**src/rtl/game_pkg.sv**
```systemverilog
// rtl/game_pkg.sv - shared game state encodings for the game flow and draw stages
package game_pkg;

    typedef enum logic [2:0] {
        ST_IDLE      = 3'b000,
        ST_COUNTDOWN = 3'b001,
        ST_PLAY      = 3'b010,
        ST_PAUSE     = 3'b011,
        ST_OVER      = 3'b100
    } game_state_e;

    localparam logic [2:0] GAME_OVER_STATE = 3'b100;

endpackage

```
**src/rtl/edge_det.sv**
```systemverilog
// rtl/edge_det.sv - registered 1-bit rising-edge detector, one cycle of latency
module edge_det (
    input  logic clk,
    input  logic rst,
    input  logic d,
    output logic rise
);

    logic d_q;
    logic rise_d;
    logic rise_q;

    always_comb begin
        rise_d = d & ~d_q;
    end

    always_ff @(posedge clk or negedge rst) begin
        if (!rst) begin
            d_q    <= 1'b0;
            rise_q <= 1'b0;
        end else begin
            d_q    <= d;
            rise_q <= rise_d;
        end
    end

    assign rise = rise_q;

endmodule

```
**src/rtl/game_state_ctrl.sv**
```systemverilog
// rtl/game_state_ctrl.sv - game flow FSM with frame counting, countdown and game-over hold
// Optional blinking game-over overlay enabled by defining GAME_OVER_BLINK_EN.
module game_state_ctrl
    import game_pkg::*;
#(
    parameter int COUNTDOWN_FRAMES = 180,
    parameter int OVER_HOLD_FRAMES = 120,
    parameter int BLINK_FRAMES     = 30,
    parameter int CNT_W            = 8
) (
    input  logic       clk,
    input  logic       rst,
    input  logic       vsync,
    input  logic       start_btn,
    input  logic       pause_btn,
    input  logic       hit,
    output logic [2:0] game_state,
    output logic       frame_tick,
    output logic [1:0] countdown_val,
    output logic       over_visible
);

    localparam int CNT_MAX = (2 ** CNT_W) - 1;

    if (COUNTDOWN_FRAMES < 1 || COUNTDOWN_FRAMES > CNT_MAX) begin : g_bad_countdown
        $error("COUNTDOWN_FRAMES does not fit in CNT_W");
    end
    if (OVER_HOLD_FRAMES < 1 || OVER_HOLD_FRAMES > CNT_MAX) begin : g_bad_over_hold
        $error("OVER_HOLD_FRAMES does not fit in CNT_W");
    end
    if (BLINK_FRAMES < 1 || BLINK_FRAMES > CNT_MAX) begin : g_bad_blink
        $error("BLINK_FRAMES does not fit in CNT_W");
    end

    localparam logic [CNT_W-1:0] CD_LAST   = CNT_W'(COUNTDOWN_FRAMES - 1);
    localparam logic [CNT_W-1:0] OVER_HOLD = CNT_W'(OVER_HOLD_FRAMES);
    // counter*3 < N  <=>  counter < ceil(N/3); likewise for 2N
    localparam logic [CNT_W-1:0] CD_TH3    = CNT_W'((COUNTDOWN_FRAMES + 2) / 3);
    localparam logic [CNT_W-1:0] CD_TH2    = CNT_W'((2 * COUNTDOWN_FRAMES + 2) / 3);

    logic vsync_rise;
    logic start_rise;
    logic pause_rise;
    logic hit_rise;

    edge_det u_vsync_det (.clk(clk), .rst(rst), .d(vsync),     .rise(vsync_rise));
    edge_det u_start_det (.clk(clk), .rst(rst), .d(start_btn), .rise(start_rise));
    edge_det u_pause_det (.clk(clk), .rst(rst), .d(pause_btn), .rise(pause_rise));
    edge_det u_hit_det   (.clk(clk), .rst(rst), .d(hit),       .rise(hit_rise));

    logic [2:0]       state_d, state_q;
    logic [CNT_W-1:0] cnt_d, cnt_q;
    logic [CNT_W-1:0] cnt_inc;
    logic             frame_tick_d, frame_tick_q;
    logic [1:0]       countdown_d, countdown_q;
    logic             over_visible_d, over_visible_q;

    always_comb begin
        cnt_inc      = (cnt_q == {CNT_W{1'b1}}) ? cnt_q : cnt_q + 1'b1;
        frame_tick_d = vsync_rise;
        state_d      = state_q;
        cnt_d        = cnt_q;
        case (state_q)
            ST_IDLE: begin
                cnt_d = '0;
                if (start_rise) state_d = ST_COUNTDOWN;
            end
            ST_COUNTDOWN: begin
                if (frame_tick_q) begin
                    if (cnt_q >= CD_LAST) begin
                        state_d = ST_PLAY;
                        cnt_d   = '0;
                    end else begin
                        cnt_d = cnt_inc;
                    end
                end
            end
            ST_PLAY: begin
                cnt_d = '0;
                if (hit_rise)        state_d = ST_OVER;
                else if (pause_rise) state_d = ST_PAUSE;
            end
            ST_PAUSE: begin
                if (pause_rise) begin
                    state_d = ST_PLAY;
                    cnt_d   = '0;
                end
            end
            ST_OVER: begin
                // start is only honoured once the hold period has fully elapsed
                if (start_rise && cnt_q == OVER_HOLD) begin
                    state_d = ST_IDLE;
                    cnt_d   = '0;
                end else if (frame_tick_q && cnt_q < OVER_HOLD) begin
                    cnt_d = cnt_inc;
                end
            end
            default: begin
                state_d = ST_IDLE;
                cnt_d   = '0;
            end
        endcase

        countdown_d = 2'd0;
        if (state_d == ST_COUNTDOWN) begin
            if (cnt_d < CD_TH3)      countdown_d = 2'd3;
            else if (cnt_d < CD_TH2) countdown_d = 2'd2;
            else                     countdown_d = 2'd1;
        end
    end

`ifdef GAME_OVER_BLINK_EN
    localparam logic [CNT_W-1:0] BLINK_LAST = CNT_W'(BLINK_FRAMES - 1);

    logic [CNT_W-1:0] blink_cnt_d, blink_cnt_q;

    always_comb begin
        blink_cnt_d    = blink_cnt_q;
        over_visible_d = over_visible_q;
        if (state_d != ST_OVER) begin
            blink_cnt_d    = '0;
            over_visible_d = 1'b0;
        end else if (state_q != ST_OVER) begin
            blink_cnt_d    = '0;
            over_visible_d = 1'b1;
        end else if (frame_tick_q) begin
            if (blink_cnt_q >= BLINK_LAST) begin
                blink_cnt_d    = '0;
                over_visible_d = ~over_visible_q;
            end else begin
                blink_cnt_d = blink_cnt_q + 1'b1;
            end
        end
    end

    always_ff @(posedge clk or negedge rst) begin
        if (!rst) blink_cnt_q <= '0;
        else      blink_cnt_q <= blink_cnt_d;
    end
`else
    always_comb begin
        over_visible_d = (state_d == ST_OVER);
    end
`endif

    always_ff @(posedge clk or negedge rst) begin
        if (!rst) begin
            state_q        <= ST_IDLE;
            cnt_q          <= '0;
            frame_tick_q   <= 1'b0;
            countdown_q    <= 2'd0;
            over_visible_q <= 1'b0;
        end else begin
            state_q        <= state_d;
            cnt_q          <= cnt_d;
            frame_tick_q   <= frame_tick_d;
            countdown_q    <= countdown_d;
            over_visible_q <= over_visible_d;
        end
    end

    assign game_state    = state_q;
    assign frame_tick    = frame_tick_q;
    assign countdown_val = countdown_q;
    assign over_visible  = over_visible_q;

endmodule

```
**config.mk**
```make
export PLATFORM = sky130hd
export DESIGN_NAME = game_state_ctrl
export DESIGN_NICKNAME = d
export VERILOG_FILES = /design/src/rtl/game_pkg.sv /design/src/rtl/edge_det.sv /design/src/rtl/game_state_ctrl.sv
export SDC_FILE = /design/constraint.sdc
export NUM_CORES = 1
export LEC_CHECK = 0
export ABC_CLOCK_PERIOD_IN_PS = 2710
export BUFFER_PORTS_ARGS = -buffer_cell sky130_fd_sc_hd__buf_2
export CORE_MARGIN = 4
export CORE_UTILIZATION = 40
export CTS_CLUSTER_DIAMETER = 50
export DETAILED_ROUTE_END_ITERATION = 12
export PLACE_DENSITY = 0.55
export SKIP_CTS_REPAIR_TIMING = 1
export SLEW_MARGIN = 0
export SYNTH_ARGS = -nofsm -noshare
export SYNTH_HDL_FRONTEND = slang
export SYNTH_SLANG_ARGS = --single-unit
```
**constraint.sdc**
```tcl
create_clock -name clk -period 2.71 [get_ports clk]
set_input_delay 0.813 -clock clk [delete_from_list [all_inputs] [get_ports clk]]
set_output_delay 0.813 -clock clk [all_outputs]
set_load 0.005 [all_outputs]
```
# After elaboration in Yosys (flattened, before gate mapping)
# Index checks and enable logic that the tools add are counted.
op_classes:
  muxes: 18
  n_addsub: 1
  n_bitwise: 8
  eq_ne: 8
  n_reduce_logical: 3
  n_lt_le_gt_ge: 4
op_table:
  columns: ["cell", "n"]
  rows:
  - ["2-to-1 mux 8 bit", 6]
  - ["one-hot mux 8 bit (3 select lines)", 1]
  - ["2-to-1 mux 3 bit", 7]
  - ["less-than comparator 8 x 7 -> 1 bit, second input constant", 2]
  - ["one-hot mux 3 bit (5 select lines)", 1]
  - ["adder 8 x 1 -> 8 bit, second input constant", 1]
  - ["== test 8 x 7 -> 1 bit, second input constant", 1]
  - ["== test 8 bit, second input constant", 1]
  - ["greater-or-equal comparator 8 bit, second input constant", 1]
  - ["less-than comparator 8 x 6 -> 1 bit, second input constant", 1]
  - ["== test 3 x 1 -> 1 bit, second input constant", 2]
  - ["== test 3 x 2 -> 1 bit, second input constant", 2]
  - ["== test 3 bit, second input constant", 2]
  - ["2-to-1 mux 2 bit", 3]
  - ["bitwise AND 1 bit", 4]
  - ["NOT 1 bit", 4]
  - ["zero test 3 bit", 1]
  - ["logical AND 1 bit", 2]
word_totals:
  ff_bits: 23
  out_inout_bits: 7
  elab_cells: 55
  inputBits: 6

# Depth between registers and ports, before layout
# Gate-level depths: netlist (run 1).
logic_depth:
  word_depth: 9
  mapped_depth: 8
  ltp_nobuf: 8

# By module
# From an unflattened synthesis (run 1), not the netlist that was laid out.
unflattened:
  cells_unflattened: 131
  hier_area_um2: 1342.5
modules_own_cells:
  columns: ["mod", "seq_area_each_um2", "instances", "cells_per_inst", "area_per_inst_um2"]
  rows:
  - ["game_state_ctrl", 375.4, 1, 119, 1087.3]
  - ["edge_det", 50.0, 4, 3, 63.8]

# Worst setup path after synthesis (run 1)
# OpenSTA, ideal clock, no wires.
synth_path:
  path_kind: "flip-flop to flip-flop"
  from: "reg cnt_q[0]"
  to: "reg countdown_q[0], in the netlist countdown_val[0]"
  setup_slack_ns: 0.647
  path_stages_with_launch: 8
  synth_period_minus_slack_ns: 2.063
  required_ns: 2.616
  arrival_ns: 1.969
  n_path_buf: 0
  setup_time_ns: 0.094
  cell_sequence: "dfrtp_1 > ha_1 > nor4_2 > o21ai_2 > a2111oi_4 > a2bb2oi_2 > a311oi_1 > a211oi_1"
synth_via:
  elab_chain_len: 9
  elab_cells_between_ends: 24
  cone_classes: "add/sub: 1; order compare: 4; eq/ne: 3; mux: 14; reduce/logical: 2"
synth_lines:
  columns: ["element", "line_no", "source"]
  rows:
  - ["from (decl)", "game_state_ctrl.sv:52", "logic [CNT_W-1:0] cnt_d, cnt_q;"]
  - ["from (signal assigned)", "game_state_ctrl.sv:155", "cnt_q <= cnt_d;"]
  - ["adder 8 x 1 -> 8 bit (tied with other cells)", "game_state_ctrl.sv:59", "cnt_inc = (cnt_q == {CNT_W{1'b1}}) ? cnt_q : cnt_q + 1'b1;"]
  - ["2-to-1 mux 8 bit or logical AND 1 bit (tied branches)", "game_state_ctrl.sv:59, game_state_ctrl.sv:94", null]
  - ["2-to-1 mux 8 bit, on equally long branches", "game_state_ctrl.sv:94, game_state_ctrl.sv:70", null]
  - ["2-to-1 mux 8 bit, on equally long branches", "game_state_ctrl.sv:91, game_state_ctrl.sv:69", null]
  - ["one-hot mux 8 bit (3 select lines) (*)", "game_state_ctrl.sv:63", "case (state_q)"]
  - ["net cnt_d[3]", "game_state_ctrl.sv:52", null]
  - ["less-than comparator 8 x 7 -> 1 bit", "game_state_ctrl.sv:107", "else if (cnt_d < CD_TH2) countdown_d = 2'd2;"]
  - ["2-to-1 mux 2 bit", "game_state_ctrl.sv:107", null]
  - ["2-to-1 mux 2 bit (*)", "game_state_ctrl.sv:106", "if (cnt_d < CD_TH3) countdown_d = 2'd3;"]
  - ["2-to-1 mux 2 bit (*)", "game_state_ctrl.sv:105", "if (state_d == ST_COUNTDOWN) begin"]
  - ["net countdown_d[0]", "game_state_ctrl.sv:55", "logic [1:0] countdown_d, countdown_q;"]
  - ["to (signal assigned)", "game_state_ctrl.sv:157", "countdown_q <= countdown_d;"]
  - ["to (decl)", "game_state_ctrl.sv:55", null]
# Mark *: on every way through the listed nets, which the timed path passes. The rest lies on a longest branch.

# Worst setup path in the final report (run 1)
layout_path:
  from: "reg cnt_q[0]"
  to: "reg countdown_q[0], in the netlist countdown_val[0]"
layout_via:
  elab_chain_len: 9
  elab_cells_between_ends: 24
  cone_classes: "add/sub: 1; order compare: 4; eq/ne: 3; mux: 14; reduce/logical: 2"
layout_lines:
  columns: ["element", "line_no"]
  rows:
  - ["adder 8 x 1 -> 8 bit (tied with other cells)", "game_state_ctrl.sv:59"]
  - ["2-to-1 mux 8 bit or logical AND 1 bit (tied branches)", "game_state_ctrl.sv:59, game_state_ctrl.sv:94"]
  - ["2-to-1 mux 8 bit, on equally long branches", "game_state_ctrl.sv:94, game_state_ctrl.sv:70"]
  - ["2-to-1 mux 8 bit, on equally long branches", "game_state_ctrl.sv:91, game_state_ctrl.sv:69"]
  - ["one-hot mux 8 bit (3 select lines)", "game_state_ctrl.sv:63"]
  - ["less-than comparator 8 x 7 -> 1 bit", "game_state_ctrl.sv:107"]
  - ["2-to-1 mux 2 bit", "game_state_ctrl.sv:107"]
  - ["2-to-1 mux 2 bit", "game_state_ctrl.sv:106"]
  - ["2-to-1 mux 2 bit (*)", "game_state_ctrl.sv:105"]
  - ["net countdown_d[0]", "game_state_ctrl.sv:55"]
# Marked as above.

==> results.tsv, run 1 <==
stage	metric	value	unit
run_status	status	finished, final reports clean	
logic_synthesis	register area share after synthesis	45.1	%
critical_path	FF-to-FF path depth	7	
logic_synthesis	Syn Nets	128	
power	power per cell area	530	mW/mm²
clocking	CTS HTree Levels	1	
timing	worst slew pin tran	494	ps
floorplanning	DIE AREA	0.00416	mm²
timing	Setup Total Neg Slack	0	ps
critical_path	Worst EP arrival	2530	ps
min_path	Hold Startpoint	u_vsync_det.rise	
logic_synthesis	Top FF cell, synth	dfrtp_1	
min_path	Hold Path End	frame_tick	
layout	commonest non-fill, non-tap cell in the layout	dfrtp_1	
critical_path	worst reg2reg setup slack	380	ps
floorplanning	# IOs	13	
placed_design	Area after DPL	0.00137	mm²
routing	Iter 0 DRT Violations	59	
timing	clock period minus worst slack	2330	ps
critical_path	CP peak stage delay	440	ps
routing	Residual DRC	0	
critical_path	critical-path cell list	ha_1, nor4_2, o21ai_2, a21oi_2, a21oi_1, nor4_1, a211oi_1	
clocking	Num CTS Buffers	3	
placed_design	IO Port Bufs	12	
layout	fill cell count	307	
logic_synthesis	Async SR Flop Fraction	100	%
routing	Final ANT Viol Nets	0	
clocking	CTS tree	built	
critical_path	crit path launch type	flop	
critical_path	crit end category	flop	
routing	final wirelength	2500	µm
power	LEAKAGE	0.599	nW
layout	nets	140	
logic_synthesis	synth unique cells	45	
clocking	Root Driver	clkbuf_4	
layout	post-route design area	0.00140	mm²
critical_path	CP startpoint	cnt_q[0]	
timing	RSZ-0062 raised after global routing	false	
clocking	Max clock buf depth	2	
grt	initial antenna violation count	0	
placed_design	routability cong.	0.826	
routing	routed len/inst	14.3	µm
grt	total grt overflow	0	
critical_path	CP required	2910	ps
routing	Vias	991	
routing	drt first pass iters	4	
layout	Ant. Diodes	0	
clocking	clock latency at the later pin of the worst-skew pair	310	ps
logic_synthesis	syn avg cell area	10.6	µm²
min_path	type of the tightest min-delay check	flop to flop	
logic_synthesis	EDFF count, synth	0	
floorplanning	row cnt	20	
timing	FMAX	0.430	GHz
grt	Total GRT Usage	13.7	%
critical_path	reg2reg start	cnt_q[0]	
timing	Finish-stage setup viols	0	
logic_synthesis	register bit count reported by yosys	23	
layout	most frequent cells in the layout	23 x dfrtp_1, 12 x buf_2, 11 x a21oi_1	
clocking	CTS Sinks	23	
floorplanning	Starting Density	41.8	%
logic_synthesis	Mapped Area	0.00128	mm²
power	maximum VDD drop	291	µV
critical_path	FF-to-FF End	countdown_val[0]	
grt	number of global-route vias before repair	961	
floorplanning	chip height	64.5	µm
critical_path	Crit Path Category	flop to flop	
floorplanning	DIE WIDTH	64.5	µm
grt	largest net degree at the start of global routing	24	
routing	vias per cell	5.66	
clocking	Clock transition at path regs	130	ps
timing	Slew Limit Fails	0	
logic_synthesis	Syn. warnings	0	
critical_path	Slowest-stage cell, CP	dfrtp_1	
critical_path	CP max FO	9	
layout	fraction of final layout cells sized beyond drive strength 1	24.4	%
placed_design	Detailed Place HPWL	1830	µm
job	Max Cap Violations	0	
timing	clock skew	10.5	ps
layout	synthesis-to-finish area growth	9.21	%
floorplanning	area of the core	0.00305	mm²
min_path	Hold Crit Depth	0	
grt	global-route wire length before repair	4530	µm
timing	worst rel slew slack	66.8	%
timing	Final Hold Vio Count	0	
timing	fin crit share	85.9	%
logic_synthesis	Mapped Cells	120	
critical path, delay by kind of cell, from the launching register on:
| kind | cells | cell delay, ps |
|---|---|---|
| and+or+nand+nor | 2 | 670 |
| DFF | 1 | 440 |
| AOI/OAI and AO/OA | 4 | 790 |
| adders and majority gates | 1 | 320 |
layout make-up:
class	instances	area, µm²	share of cell area (%)
Inverter	6	22.5	1.61
Tap cell	44	55.1	3.95
Clock inverter	1	5.00	0.359
Multi-Input combinational cell	86	654	46.9
Sequential cell	23	576	41.3
Clock buffer	3	22.5	1.61
Timing Repair Buffer	12	60.1	4.30
how the worst max path moves through the flow:
stage                             endpoint  slack [ps]  cells after the start
after detailed placement  countdown_val[0]         390                      7
after floorplan           countdown_val[0]         650                      7
after global routing      countdown_val[0]         180                      7
final                     countdown_val[0]         380                      7
after CTS                 countdown_val[0]         400                      7
after global placement    countdown_val[0]         460                      7
flip-flops by register name (all words and copies together), names as in the netlist:
signal,flops
frame_tick,1
u_vsync_det.rise,1
u_start_det.d_q,1
u_vsync_det.d_q,1
game_state,3
u_hit_det.rise,1
u_pause_det.d_q,1
u_start_det.rise,1
cnt_q,8
countdown_val,2
u_hit_det.d_q,1
over_visible,1
u_pause_det.rise,1
metrics by stage:
stage	total power [W]	utilization, %	hold slack [ps]	worst slack [ps]	cells
2_1_floorplan	0.000540	-	331	647	120
3_3_place_gp	0.000590	44.8	334	465	171
3_5_place_dp	0.000590	44.8	339	393	171
4_1_cts	0.000752	45.7	377	403	175
5_1_grt	0.000797	45.7	392	176	175
6_report	0.000739	45.7	370	382	175
synthesized netlist by cell type, types with 2 or more instances:
cell type | count | area (µm²)
nor2b_1 | 7 | 43.8
buf_2 | 5 | 25.0
nand4_1 | 2 | 12.5
a31oi_1 | 2 | 12.5
nand2b_1 | 2 | 12.5
a21o_1 | 2 | 15.0
nand2_1 | 6 | 22.5
o31ai_1 | 3 | 22.5
a211oi_1 | 3 | 22.5
and4_1 | 2 | 17.5
nand3b_1 | 3 | 22.5
inv_1 | 6 | 22.5
a21oi_1 | 11 | 55.1
nor3_1 | 2 | 10.0
nor2_1 | 3 | 11.3
dfrtp_1 | 23 | 576
o21ai_0 | 5 | 25.0
mux2_2 | 2 | 22.5
and3_1 | 3 | 18.8
a22o_1 | 2 | 17.5
ha_1 | 2 | 25.0
per-layer routing:
metal  up-vias  global-route usage [%]  wire length (µm)
met2        22                    20.1              1120
met1       489                    19.4              1250
met4         0                    6.07                12
met5         -                       0                 0
met3         2                    2.60               120
li1        478                       -                 -
power breakdown:
| group | total (W) | switching, W | internal [W] |
|---|---|---|---|
| clock network | 0.000155 | 0.000100 | 0.0000551 |
| logic | 0.000161 | 0.0000914 | 0.0000699 |
| registers | 0.000422 | 0.0000472 | 0.000375 |
| total | 0.000739 | 0.000239 | 0.000500 |
kinds of logic (layout without fill, tap and decap cells):
family	after synthesis	after routing	synth area share [%]
compound gates	42	42	25.9
fa+ha+maj	2	2	1.96
buf+inv	11	22	3.72
flops	23	23	45.1
mux	2	2	1.76
simple gates	40	40	21.6
Power figures use the tool's default switching activity.
==> inputs of run 2 (changes only) <==
--- a/config.mk
+++ b/config.mk
@@ -16,4 +16,5 @@
 export SLEW_MARGIN = 0
 export SYNTH_ARGS = -nofsm -noshare
 export SYNTH_HDL_FRONTEND = slang
+export SYNTH_HIERARCHICAL = 1
 export SYNTH_SLANG_ARGS = --single-unit
==> run 2 against run 1 <==
Final cell count increased by 6.9%. Sequential share of layout area shrank 1.2 points. Register-to-register slack got worse by 40 ps. Core utilization up 0.22 points. Critical endpoint unchanged. Combinational power down 9%. Hold slack worse by 3.4 ps. Design area increased by 3.0%. Highest routed layer unchanged. Flip-flop and latch count is the same. Routed wire length up 8.6%. Largest cell class unchanged.
==> results.tsv, run 2 <==
stage	metric	value	unit	change
logic_synthesis	cell taking the most area after synthesis	dfrtp_1		unchanged
layout	Multi-input gate area	669	µm²	was 654 µm²
routing	uppermost routed layer	met4		unchanged
timing	Final Hold Vio Count	0		unchanged
run_status	status	finished, final reports clean		unchanged
logic_synthesis	synth unique cells	46		was 45
critical_path	Worst EP arrival	2590	ps	was 2530 ps
logic_synthesis	top cells by count, synth	23 x dfrtp_1, 15 x nor2_1, 11 x a21oi_1		was 23 x dfrtp_1, 11 x a21oi_1, 7 x nor2b_1
floorplanning	Starting Density	42.9	%	was 41.8%
critical_path	Crit Path Category	flop to flop		unchanged
timing	worst rel slew slack	66.1	%	was 66.8%
critical_path	reg2reg start	cnt_q[0]		unchanged
timing	final worst slack	344	ps	was 382 ps
clocking	Max clock buf depth	2		unchanged
routing	DR WL met3	100	µm	was 120 µm
logic_synthesis	Top FF cell, synth	dfrtp_1		unchanged
layout	fill cell count	311		was 307
floorplanning	DIE WIDTH	65.9	µm	was 64.5 µm
timing	FMAX	0.423	GHz	was 0.430 GHz
routing	Final ANT Viol Nets	0		unchanged
clocking	CTS Sinks	23		unchanged
min_path	Hold Startpoint	u_vsync_det/rise		was u_vsync_det.rise
power	clock network power share	21.6	%	was 21.0%
routing	drt first pass iters	4		unchanged
clocking	CTS tree	built		unchanged
job	Max Cap Violations	0		unchanged
logic_synthesis	EDFF count, synth	0		unchanged
critical_path	crit end category	flop		unchanged
critical_path	critical-path cell list	ha_1, o311a_1, nor3_2, o311ai_0, nor2_1, o21bai_4, o311a_1, a211oi_2		was ha_1, nor4_2, o21ai_2, a21oi_2, a21oi_1, nor4_1, a211oi_1
routing	Iter 0 DRT Violations	56		was 59
logic_synthesis	register area share after synthesis	42.9	%	was 45.1%
placed_design	Detailed Place HPWL	2050	µm	was 1830 µm
floorplanning	# IOs	13		unchanged
floorplanning	row cnt	20		unchanged
clocking	CTS HTree Levels	1		unchanged
grt	Total GRT Usage	14.1	%	was 13.7%
power	P_sw	0.000222	W	was 0.000239 W
placed_design	routability cong.	0.876		was 0.826
layout	commonest non-fill, non-tap cell in the layout	dfrtp_1		unchanged
critical_path	crit path launch type	flop		unchanged
timing	fin crit share	87.3	%	was 85.9%
logic_synthesis	synth top area cells	dfrtp_1 43%, buf_6 4.2%, nor2_1 4.2%		was dfrtp_1 45%, a21oi_1 4.3%, nor2b_1 3.4%
timing	worst slew pin tran	509	ps	was 494 ps
power	P_int	0.000499	W	was 0.000500 W
placed_design	pre-CTS setup slack	386	ps	was 393 ps
logic_synthesis	Async SR Flop Fraction	100	%	unchanged
timing	clock skew	8.59	ps	was 10.5 ps
routing	met1 WL	1280	µm	was 1250 µm
logic_synthesis	share of the synthesized area in the top cell type	42.9	%	was 45.1%
placed_design	IO Port Bufs	12		unchanged
logic_synthesis	register bit count reported by yosys	23		unchanged
min_path	Hold Crit Depth	0		unchanged
power	maximum VDD drop	246	µV	was 291 µV
clocking	Clock transition at path regs	130	ps	about the same
critical_path	worst reg2reg setup slack	340	ps	was 380 ps
clocking	Num CTS Buffers	3		unchanged
critical_path	CP peak stage delay	440	ps	about the same
critical_path	CP dominant cell by count	o311a_1		
routing	Residual DRC	0		unchanged
routing	Vias	1037		was 991
timing	RSZ-0062 raised after global routing	false		unchanged
layout	synthesis-to-finish area growth	6.99	%	was 9.21%
floorplanning	area of the core	0.00313	mm²	was 0.00305 mm²
timing	clock period minus worst slack	2370	ps	was 2330 ps
logic_synthesis	Syn Nets	139		was 128
timing	Slew Limit Fails	0		unchanged
routing	routed len/inst	14.5	µm	was 14.3 µm
routing	final wirelength	2710	µm	was 2500 µm
critical_path	FF-to-FF End	countdown_val[0]		unchanged
power	LEAKAGE	0.636	nW	was 0.599 nW
critical_path	Slowest-stage cell, CP	dfrtp_1		unchanged
timing	Setup Total Neg Slack	0	ps	unchanged
clocking	clock latency at the later pin of the worst-skew pair	310	ps	about the same
grt	initial antenna violation count	0		unchanged
critical_path	CP max FO	7		was 9
clocking	Root Driver	clkbuf_4		unchanged
layout	most frequent cells in the layout	23 x dfrtp_1, 15 x nor2_1, 12 x buf_2		was 23 x dfrtp_1, 12 x buf_2, 11 x a21oi_1
grt	global-route wire length before repair	4730	µm	was 4530 µm
layout	fraction of final layout cells sized beyond drive strength 1	25.2	%	was 24.4%
layout	max reg flops	8		unchanged
logic_synthesis	Mapped Area	0.00134	mm²	was 0.00128 mm²
layout	nets	152		was 140
logic_synthesis	Syn. warnings	6		was 0
layout	most flop-heavy register	cnt_q		unchanged
floorplanning	chip height	65.9	µm	was 64.5 µm
grt	total grt overflow	0		unchanged
critical_path	FF-to-FF path depth	8		was 7
layout	FF+latch area	576	µm²	unchanged
layout	Ant. Diodes	0		unchanged
min_path	type of the tightest min-delay check	flop to flop		unchanged
logic_synthesis	syn avg cell area	10.2	µm²	was 10.6 µm²
grt	largest net degree at the start of global routing	24		unchanged
timing	Finish-stage setup viols	0		unchanged
power	power per cell area	502	mW/mm²	was 530 mW/mm²
floorplanning	DIE AREA	0.00435	mm²	was 0.00416 mm²
logic_synthesis	Mapped Cells	131		was 120
critical_path	CP required	2940	ps	was 2910 ps
routing	vias per cell	5.55		was 5.66
grt	number of global-route vias before repair	978		was 961
logic_synthesis	most common cell in the netlist	dfrtp_1		unchanged
routing	Met2 Wirelength	1270	µm	was 1120 µm
power	combinational share of power	20.2	%	was 21.8%
power	Sw Ratio	30.8	%	was 32.4%
min_path	Hold Path End	frame_tick		unchanged
power	portion of total power attributed to sequential cells	58.2	%	was 57.1%
-- run 2: stage by stage --
stage          hold WS, ps  cells  instance area [µm²]  utilization (%)  power, W
3_3_place_gp           335    183                 1410             45.0  0.000573
4_1_cts                370    187                 1440             45.9  0.000729
6_report               367    187                 1440             45.9  0.000721
2_1_floorplan          331    131                 1340                -  0.000515
5_1_grt                387    187                 1440             45.9  0.000766
3_5_place_dp           340    183                 1410             45.0  0.000572
-- run 2: logic make-up after synthesis --
kind of cell | Yosys count | share of synthesized area [%]
buffers and inverters | 15 | 7.27
adder cells (fa/ha/maj) | 2 | 1.86
AO/OA/AOI/OAI | 39 | 23.0
AND/OR/NAND/NOR | 52 | 25.0
flip-flops | 23 | 42.9
-- run 2: routing by layer --
layer / track usage, % / vias up
li1: - / 502
met1: 20.5 / 500
met5: 0 / -
met3: 2.89 / 8
met4: 5.08 / 0
met2: 20.4 / 27
-- run 2: how the worst max path moves through the flow --
stage / from / endpoint / cells after the start
2_1_floorplan: cnt_q[0] / countdown_val[0] / 8
3_3_place_gp: cnt_q[0] / countdown_val[0] / 8
3_5_place_dp: cnt_q[0] / countdown_val[0] / 8
4_1_cts: cnt_q[0] / countdown_val[1] / 8
5_1_grt: cnt_q[0] / countdown_val[0] / 8
6_report: cnt_q[0] / countdown_val[0] / 8
-- run 2: final cells by class --
class                           instances  area share (%)
Sequential cell                        23            40.1
Clock buffer                            3            1.57
Multi-Input combinational cell         93            46.6
Inverter                                9            2.35
Tap cell                               44            3.83
Clock inverter                          1           0.348
Timing Repair Buffer                   14            5.23
-- run 2: critical path, delay by kind of cell (launching register included) --
family | cells | cell delay (ps)
compound gates | 5 | 1160
simple gates | 2 | 400
fa+ha+maj | 1 | 290
flops | 1 | 440
-- run 2: power groups by stage --
stage          logic, W  clock network (W)  registers (W)
3_5_place_dp   0.000147                  0       0.000424
5_1_grt        0.000164           0.000177       0.000425
6_report       0.000146           0.000156       0.000419
4_1_cts        0.000148           0.000164       0.000418
2_1_floorplan  0.000107                  0       0.000408
3_3_place_gp   0.000148                  0       0.000425
